<file path="src/rtl/mem_arbiter.sv">
// Round-robin arbiter sharing one memory between a CPU port and a DMA port.
// Each access holds the memory strobes for MEM_LAT cycles and then pulses the owner's ack.
module mem_arbiter #(
  parameter int ADDR_W  = 32,
  parameter int DATA_W  = 32,
  parameter int MEM_LAT = 2
) (
  input  logic              clk,
  input  logic              rst,
  input  logic              c_req,
  input  logic              c_we,
  input  logic [ADDR_W-1:0] c_adr,
  input  logic [DATA_W-1:0] c_wdata,
  output logic              c_ack,
  output logic [DATA_W-1:0] c_rdata,
  input  logic              d_req,
  input  logic              d_we,
  input  logic [ADDR_W-1:0] d_adr,
  input  logic [DATA_W-1:0] d_wdata,
  output logic              d_ack,
  output logic [DATA_W-1:0] d_rdata,
  output logic              mem_read,
  output logic              mem_write,
  output logic [ADDR_W-1:0] mem_adr,
  output logic [DATA_W-1:0] mem_wdata,
  input  logic [DATA_W-1:0] mem_rdata,
  output logic              busy,
  output logic              owner
);

  localparam int CNT_W = (MEM_LAT > 1) ? $clog2(MEM_LAT) : 1;
  localparam logic [CNT_W-1:0] CNT_INIT = CNT_W'(MEM_LAT - 1);

  typedef enum logic [1:0] {IDLE = 2'd0, ACCESS = 2'd1, RESP = 2'd2} state_t;

  state_t            state_q, state_d;
  logic [CNT_W-1:0]  cnt_q, cnt_d;
  logic              owner_q, owner_d;
  logic              last_q, last_d;
  logic              we_q, we_d;
  logic              mem_read_q, mem_read_d;
  logic              mem_write_q, mem_write_d;
  logic              c_ack_q, c_ack_d;
  logic              d_ack_q, d_ack_d;
  logic              busy_q, busy_d;
  logic [ADDR_W-1:0] adr_q, adr_d;
  logic [DATA_W-1:0] wdata_q, wdata_d;
  logic [DATA_W-1:0] c_rdata_q, c_rdata_d;
  logic [DATA_W-1:0] d_rdata_q, d_rdata_d;
  logic              grant_dma;

  always_comb begin
    state_d     = state_q;
    cnt_d       = cnt_q;
    owner_d     = owner_q;
    last_d      = last_q;
    we_d        = we_q;
    adr_d       = adr_q;
    wdata_d     = wdata_q;
    mem_read_d  = mem_read_q;
    mem_write_d = mem_write_q;
    c_ack_d     = 1'b0;
    d_ack_d     = 1'b0;
    c_rdata_d   = c_rdata_q;
    d_rdata_d   = d_rdata_q;
    grant_dma   = 1'b0;
    case (state_q)
      IDLE: begin
        if (c_req || d_req) begin
          // On a tie the port that did not win last time is served.
          grant_dma   = d_req && (!c_req || !last_q);
          owner_d     = grant_dma;
          last_d      = grant_dma;
          we_d        = grant_dma ? d_we : c_we;
          adr_d       = grant_dma ? d_adr : c_adr;
          wdata_d     = grant_dma ? d_wdata : c_wdata;
          cnt_d       = CNT_INIT;
          mem_read_d  = grant_dma ? !d_we : !c_we;
          mem_write_d = grant_dma ? d_we : c_we;
          state_d     = ACCESS;
        end
      end
      ACCESS: begin
        if (cnt_q != '0) begin
          cnt_d = cnt_q - CNT_W'(1);
        end else begin
          if (!we_q) begin
            if (owner_q) d_rdata_d = mem_rdata;
            else         c_rdata_d = mem_rdata;
          end
          mem_read_d  = 1'b0;
          mem_write_d = 1'b0;
          c_ack_d     = !owner_q;
          d_ack_d     = owner_q;
          state_d     = RESP;
        end
      end
      RESP:    state_d = IDLE;
      default: state_d = IDLE;
    endcase
    busy_d = (state_d != IDLE);
  end

  always_ff @(posedge clk or negedge rst) begin
    if (!rst) begin
      state_q     <= IDLE;
      cnt_q       <= '0;
      owner_q     <= 1'b0;
      last_q      <= 1'b1;
      we_q        <= 1'b0;
      adr_q       <= '0;
      wdata_q     <= '0;
      mem_read_q  <= 1'b0;
      mem_write_q <= 1'b0;
      c_ack_q     <= 1'b0;
      d_ack_q     <= 1'b0;
      busy_q      <= 1'b0;
      c_rdata_q   <= '0;
      d_rdata_q   <= '0;
    end else begin
      state_q     <= state_d;
      cnt_q       <= cnt_d;
      owner_q     <= owner_d;
      last_q      <= last_d;
      we_q        <= we_d;
      adr_q       <= adr_d;
      wdata_q     <= wdata_d;
      mem_read_q  <= mem_read_d;
      mem_write_q <= mem_write_d;
      c_ack_q     <= c_ack_d;
      d_ack_q     <= d_ack_d;
      busy_q      <= busy_d;
      c_rdata_q   <= c_rdata_d;
      d_rdata_q   <= d_rdata_d;
    end
  end

  assign c_ack     = c_ack_q;
  assign d_ack     = d_ack_q;
  assign c_rdata   = c_rdata_q;
  assign d_rdata   = d_rdata_q;
  assign mem_read  = mem_read_q;
  assign mem_write = mem_write_q;
  assign mem_adr   = adr_q;
  assign mem_wdata = wdata_q;
  assign busy      = busy_q;
  assign owner     = owner_q;

endmodule

</file>
<file path="config.mk">
export PLATFORM = sky130hd
export DESIGN_NAME = mem_arbiter
export DESIGN_NICKNAME = d
export VERILOG_FILES = /design/src/rtl/mem_arbiter.sv
export SDC_FILE = /design/constraint.sdc
export NUM_CORES = 1
export LEC_CHECK = 0
export CAP_MARGIN = 20
export CORE_ASPECT_RATIO = 0.5
export CORE_MARGIN = 4
export CORE_UTILIZATION = 44
export CTS_CLUSTER_DIAMETER = 200
export CTS_CLUSTER_SIZE = 28
export DETAILED_ROUTE_END_ITERATION = 12
export GPL_ROUTABILITY_DRIVEN = 0
export PLACE_DENSITY = 0.86
export SLEW_MARGIN = 20
export SYNTH_ARGS = -nofsm -noshare
export SYNTH_HDL_FRONTEND = slang
export SYNTH_SLANG_ARGS = --single-unit
</file>
<file path="constraint.sdc">
create_clock -name clk -period 2.9 [get_ports clk]
set_clock_uncertainty 0.05 [all_clocks]
set_input_delay 0.29 -clock clk [delete_from_list [all_inputs] [get_ports clk]]
set_output_delay 0.29 -clock clk [all_outputs]
set_load 0.05 [all_outputs]
</file>
# Yosys cells after proc, flatten, opt, wreduce, memory -nomap -nowiden
# Cells that the tools add are included.
[word_totals]
reg_bits = 139
input_bits = 166
out_inout_bits = 134
wordCells = 56
[op_classes]
addsub = 1
eq_ne = 3
muxes = 19
n_bitwise = 3
n_reduce_logical = 16
[op_table]
columns = ["op", "n"]
rows = [
  ["two-way mux 32 bit", 2],
  ["two-way mux 1 bit", 11],
  ["AND reduction 4 bit", 2],
  ["case mux 1 bit (2 select lines)", 3],
  ["zero test 1 bit", 5],
  ["two-way mux 2 bit", 2],
  ["!= test 2 bit, second input constant", 2],
  ["case mux 2 bit (2 select lines)", 1],
  ["AND reduction 2 bit", 2],
  ["nonzero test 2 bit", 2],
  ["NOT 1 bit", 3],
  ["AND reduction 3 bit", 1],
  ["== test 2 x 1 -> 1 bit, second input constant", 1],
  ["zero test 2 bit", 1],
  ["logical OR 1 bit", 2],
  ["logical AND 1 bit", 1],
  ["subtractor 1 bit, second input constant", 1],
]

# Depth between registers and ports, before layout
[depth]
ltp_word = 6
ltp_mapped = 5
ltp_nobuf = 4

# Least setup slack after synthesis
# No wires, ideal clock.
[synth_timing]
path_type = "register -> register"
startpoint = "register state_q[1]"
endpoint = "register c_rdata_q[10], in the netlist c_rdata[10]"
setup_time_ns = 0.125
t_arrival_ns = 1.570
t_required_ns = 2.725
path_slack_ns = 1.155
stages_incl_launch_ff = 5
n_path_buf = 1
synth_period_minus_slack_ns = 1.745
cell_sequence = "dfrtp_1 > or3b_4 > nor3_4 > buf_4 > mux2_2"
[synth_via]
elab_chain_cells = 2
[synth_rtl]
columns = ["item", "line_no", "source"]
rows = [
  ["from (decl)", "36", "state_t state_q, state_d;"],
  ["from (signal assigned)", "121", "state_q <= state_d;"],
  ["== test 2 x 1 -> 1 bit", "67", "case (state_q)"],
  ["AND reduction 4 bit (no line)", "-", ""],
  ["to (signal assigned)", "133", "c_rdata_q <= c_rdata_d;"],
  ["to (decl)", "48", "logic [DATA_W-1:0] c_rdata_q, c_rdata_d;"],
]
# Every way passes these cells.
# A chain may end at the register's enable or synchronous reset.

# Worst setup path in the final report
[layout_timing]
startpoint = "register owner_q, in the netlist owner"
endpoint = "output owner"
[layout_rtl]
columns = ["item", "line_no", "source"]
rows = [
  ["from (decl)", "38", "logic owner_q, owner_d;"],
  ["from (signal assigned)", "123", "owner_q <= owner_d;"],
  ["to (decl)", "28", "output logic owner"],
]
# No word-level cell between the ends.

==> results.md <==
- Overflow after GRT: 0
- Final wirelength: 18500 um
- Outcome: completed
- Clock buffer depth: 2
- First-pass GRT wire length: 29000 um
- Critical path type: register to output port
- DP Wirelength: around 13000 um
- Largest area contributor in the netlist: dfrtp_1
- Slew headroom: 0.500
- CP bufs+invs: 1
- Setup ws final: 767 ps
- Avg Cell Area, Syn: 13.0 sq um
- PwrDens: between 1000 and 1500 nW/um^2
- Number of synthesized register bits: 139
- Area of the core: around 13000 sq um
- Drc violations: 0
- Cell area after synthesis: 5970 sq um
- Lkg Pwr: 0.00417 uW
- Cts bufs inserted: 17
- Met2 usage: 0.446
- CTS tree: built
- Crit-path cells: clkdlybuf4s50_1
- Most frequent cells in the layout: clkdlybuf4s50_1, dfrtp_1, o21ai_0
- Pin count of the biggest net entering global routing: 82
- Vias per cell: 5.19
- Vias in the first global route: around 5300
- WL/cell: 19.8 um
- Number of DRC markers in iteration 0: 184
- Max H-tree Level: 4
- IO Port Bufs: 299
- Final worst-path cycle share: 0.735
- Final instance area: 9830 sq um
- Starting density of the core: 0.461
- Crit-path max cell delay: 890 ps
- Hold Slack: 435 ps
- Commonest register cell after synthesis: dfrtp_1
- Post-synth EDFFs: 0
- Worst skew pair latency: ~400 ps
- DIE AREA: 15600 sq um
- Fraction of layout cells with a size suffix above 1: 0.149
- Met3 usage: 0.0464
- Warning count from the yosys run: 0
- CTS resizes: 0
- Routed Antenna Nets: 0
- Die width: approximately 170 um
- RSZ-0062 raised after global routing: no
- Final Max Tran Viols: 0
- Worst slew pin tran: about 750 ps
- Crit start category: register
- Worst reg2reg path depth: 4
- DP Area: roughly 9200 sq um
- Initial antenna violation count: 0
- Crit. End Element: output port
- Worst Hold Class: input pin to asynchronous set/reset pin
- Sequential share of the synthesized area: 0.583
- Top post-synthesis cells by area: dfrtp_1, mux2i_1, o21ai_0
- Setup TNS: 0 ps
- Mapped Cells: 458
- Top cell type's share of synthesized area: 0.578
- Layout fillers: 850
- Reg clk slew, reported paths: 70 ps
- Final hold viol count: 0
- Final Net Count: 919
- Critical path's top delay family: buffers and inverters
- Min Tclk post-route: 2130 ps
- Library cells used by synthesis: 28
- Drt pass-1 iters: 4
- Fin cells: 936
- CP arrival: 1790 ps
- GRT Util Overall: 0.232
- Die height: 90.4 um
- Fmax: roughly 470 MHz
- Top fanout value on the critical path: 6
- M1 GR Usage: 0.258
- # diodes: 0
- Critical path depth: 1
- DP Cell Count: approximately 900
- Synth async-reset ratio: 1.00
- Grt peak-use layer: met2
- Crit-path slowest cell: clkdlybuf4s50_1
- Root Buffer Master: clkbuf_16
- Io pins: 300
- TritonCTS Sinks: between 100 and 150
- Row Count: 29
- Maximum VDD drop: approximately 0.71 mV
- Setup violations, final: 0
- Critical Path RT: 2560 ps
- Syn_nets: 624
- Area grow syn2layout: 64.7%
- Via count: 4854
- Max Cap Violations: 0
- Commonest non-fill, non-tap cell in the layout: clkdlybuf4s50_1
- Dpl ws: 758 ps
-- final timing paths --
check                           slack, ps               startpoint                      end
worst max-delay path                  770        owner$_DFFE_PN0P_                    owner
max in group asynchronous            1510                      rst  d_rdata[12]$_DFFE_PN0P_
worst min register to register        450  mem_adr[15]$_DFFE_PN0P_  mem_adr[15]$_DFFE_PN0P_
worst max register to register        870     state_q[1]$_DFF_PN0_  c_rdata[19]$_DFFE_PN0P_
min in group clk                      450  mem_adr[15]$_DFFE_PN0P_  mem_adr[15]$_DFFE_PN0P_
worst min-delay path                  430                      rst   d_rdata[8]$_DFFE_PN0P_
-- area by class of cell --
class	count	area, sq um	area share
Timing Repair Buffer	310	3130	0.318
Tap cell	170	213	0.0216
Multi-Input combinational cell	282	2330	0.237
Clock inverter	13	214	0.0218
Clock buffer	19	453	0.0461
Inverter	3	11.3	0.00115
Sequential cell	139	3480	0.354
-- sequential cells by signal, indices dropped and copies added, names as in the netlist --
name,cells
busy,1
c_ack,1
c_rdata,32
cnt_q,1
d_ack,1
d_rdata,32
last_q,1
mem_adr,32
mem_read,1
mem_wdata,32
mem_write,1
owner,1
state_q,2
we_q,1
-- report_power, final --
| part | switching [uW] | total [uW] | internal, uW |
|---|---|---|---|
| clock | 864 | 2450 | 1580 |
| sequential | 541 | 3470 | 2930 |
| combinational | 4900 | 7620 | 2720 |
-- per-layer routing --
layer | wire length (um) | share of wire
met5 | 0 | 0
met4 | 479 | 0.026
met3 | 691 | 0.037
met2 | 10200 | 0.55
met1 | 7090 | 0.38
-- cells by family after synthesis --
logic type | share of synthesized area
AOI/OAI and AO/OA | 0.119
buffers and inverters | 0.0321
DFF | 0.583
muxes | 0.250
and+or+nand+nor | 0.0161
-- repair_timing --
action	in CTS	in global routing
hold buffers	1	0
hold endpoints to repair	77	0
setup buffers	0	0
-- synth_stat cells (2+ instances only) --
cell / instances
nor3_1: 2
dfrtp_1: 138
mux2_2: 32
clkbuf_1: 21
buf_4: 7
buf_6: 3
inv_1: 2
buf_2: 3
nor2_1: 6
o21ai_0: 131
mux2_4: 30
mux2_1: 2
mux2i_1: 66
-- per-stage QoR --
step           power, uW  utilization
3_3_place_gp       10900        0.706
5_1_grt            14100        0.759
3_5_place_dp       11100        0.706
2_1_floorplan       8360            -
6_report           13500        0.759
4_1_cts            13600        0.759
No activity file was read; power rests on OpenSTA's default activity.
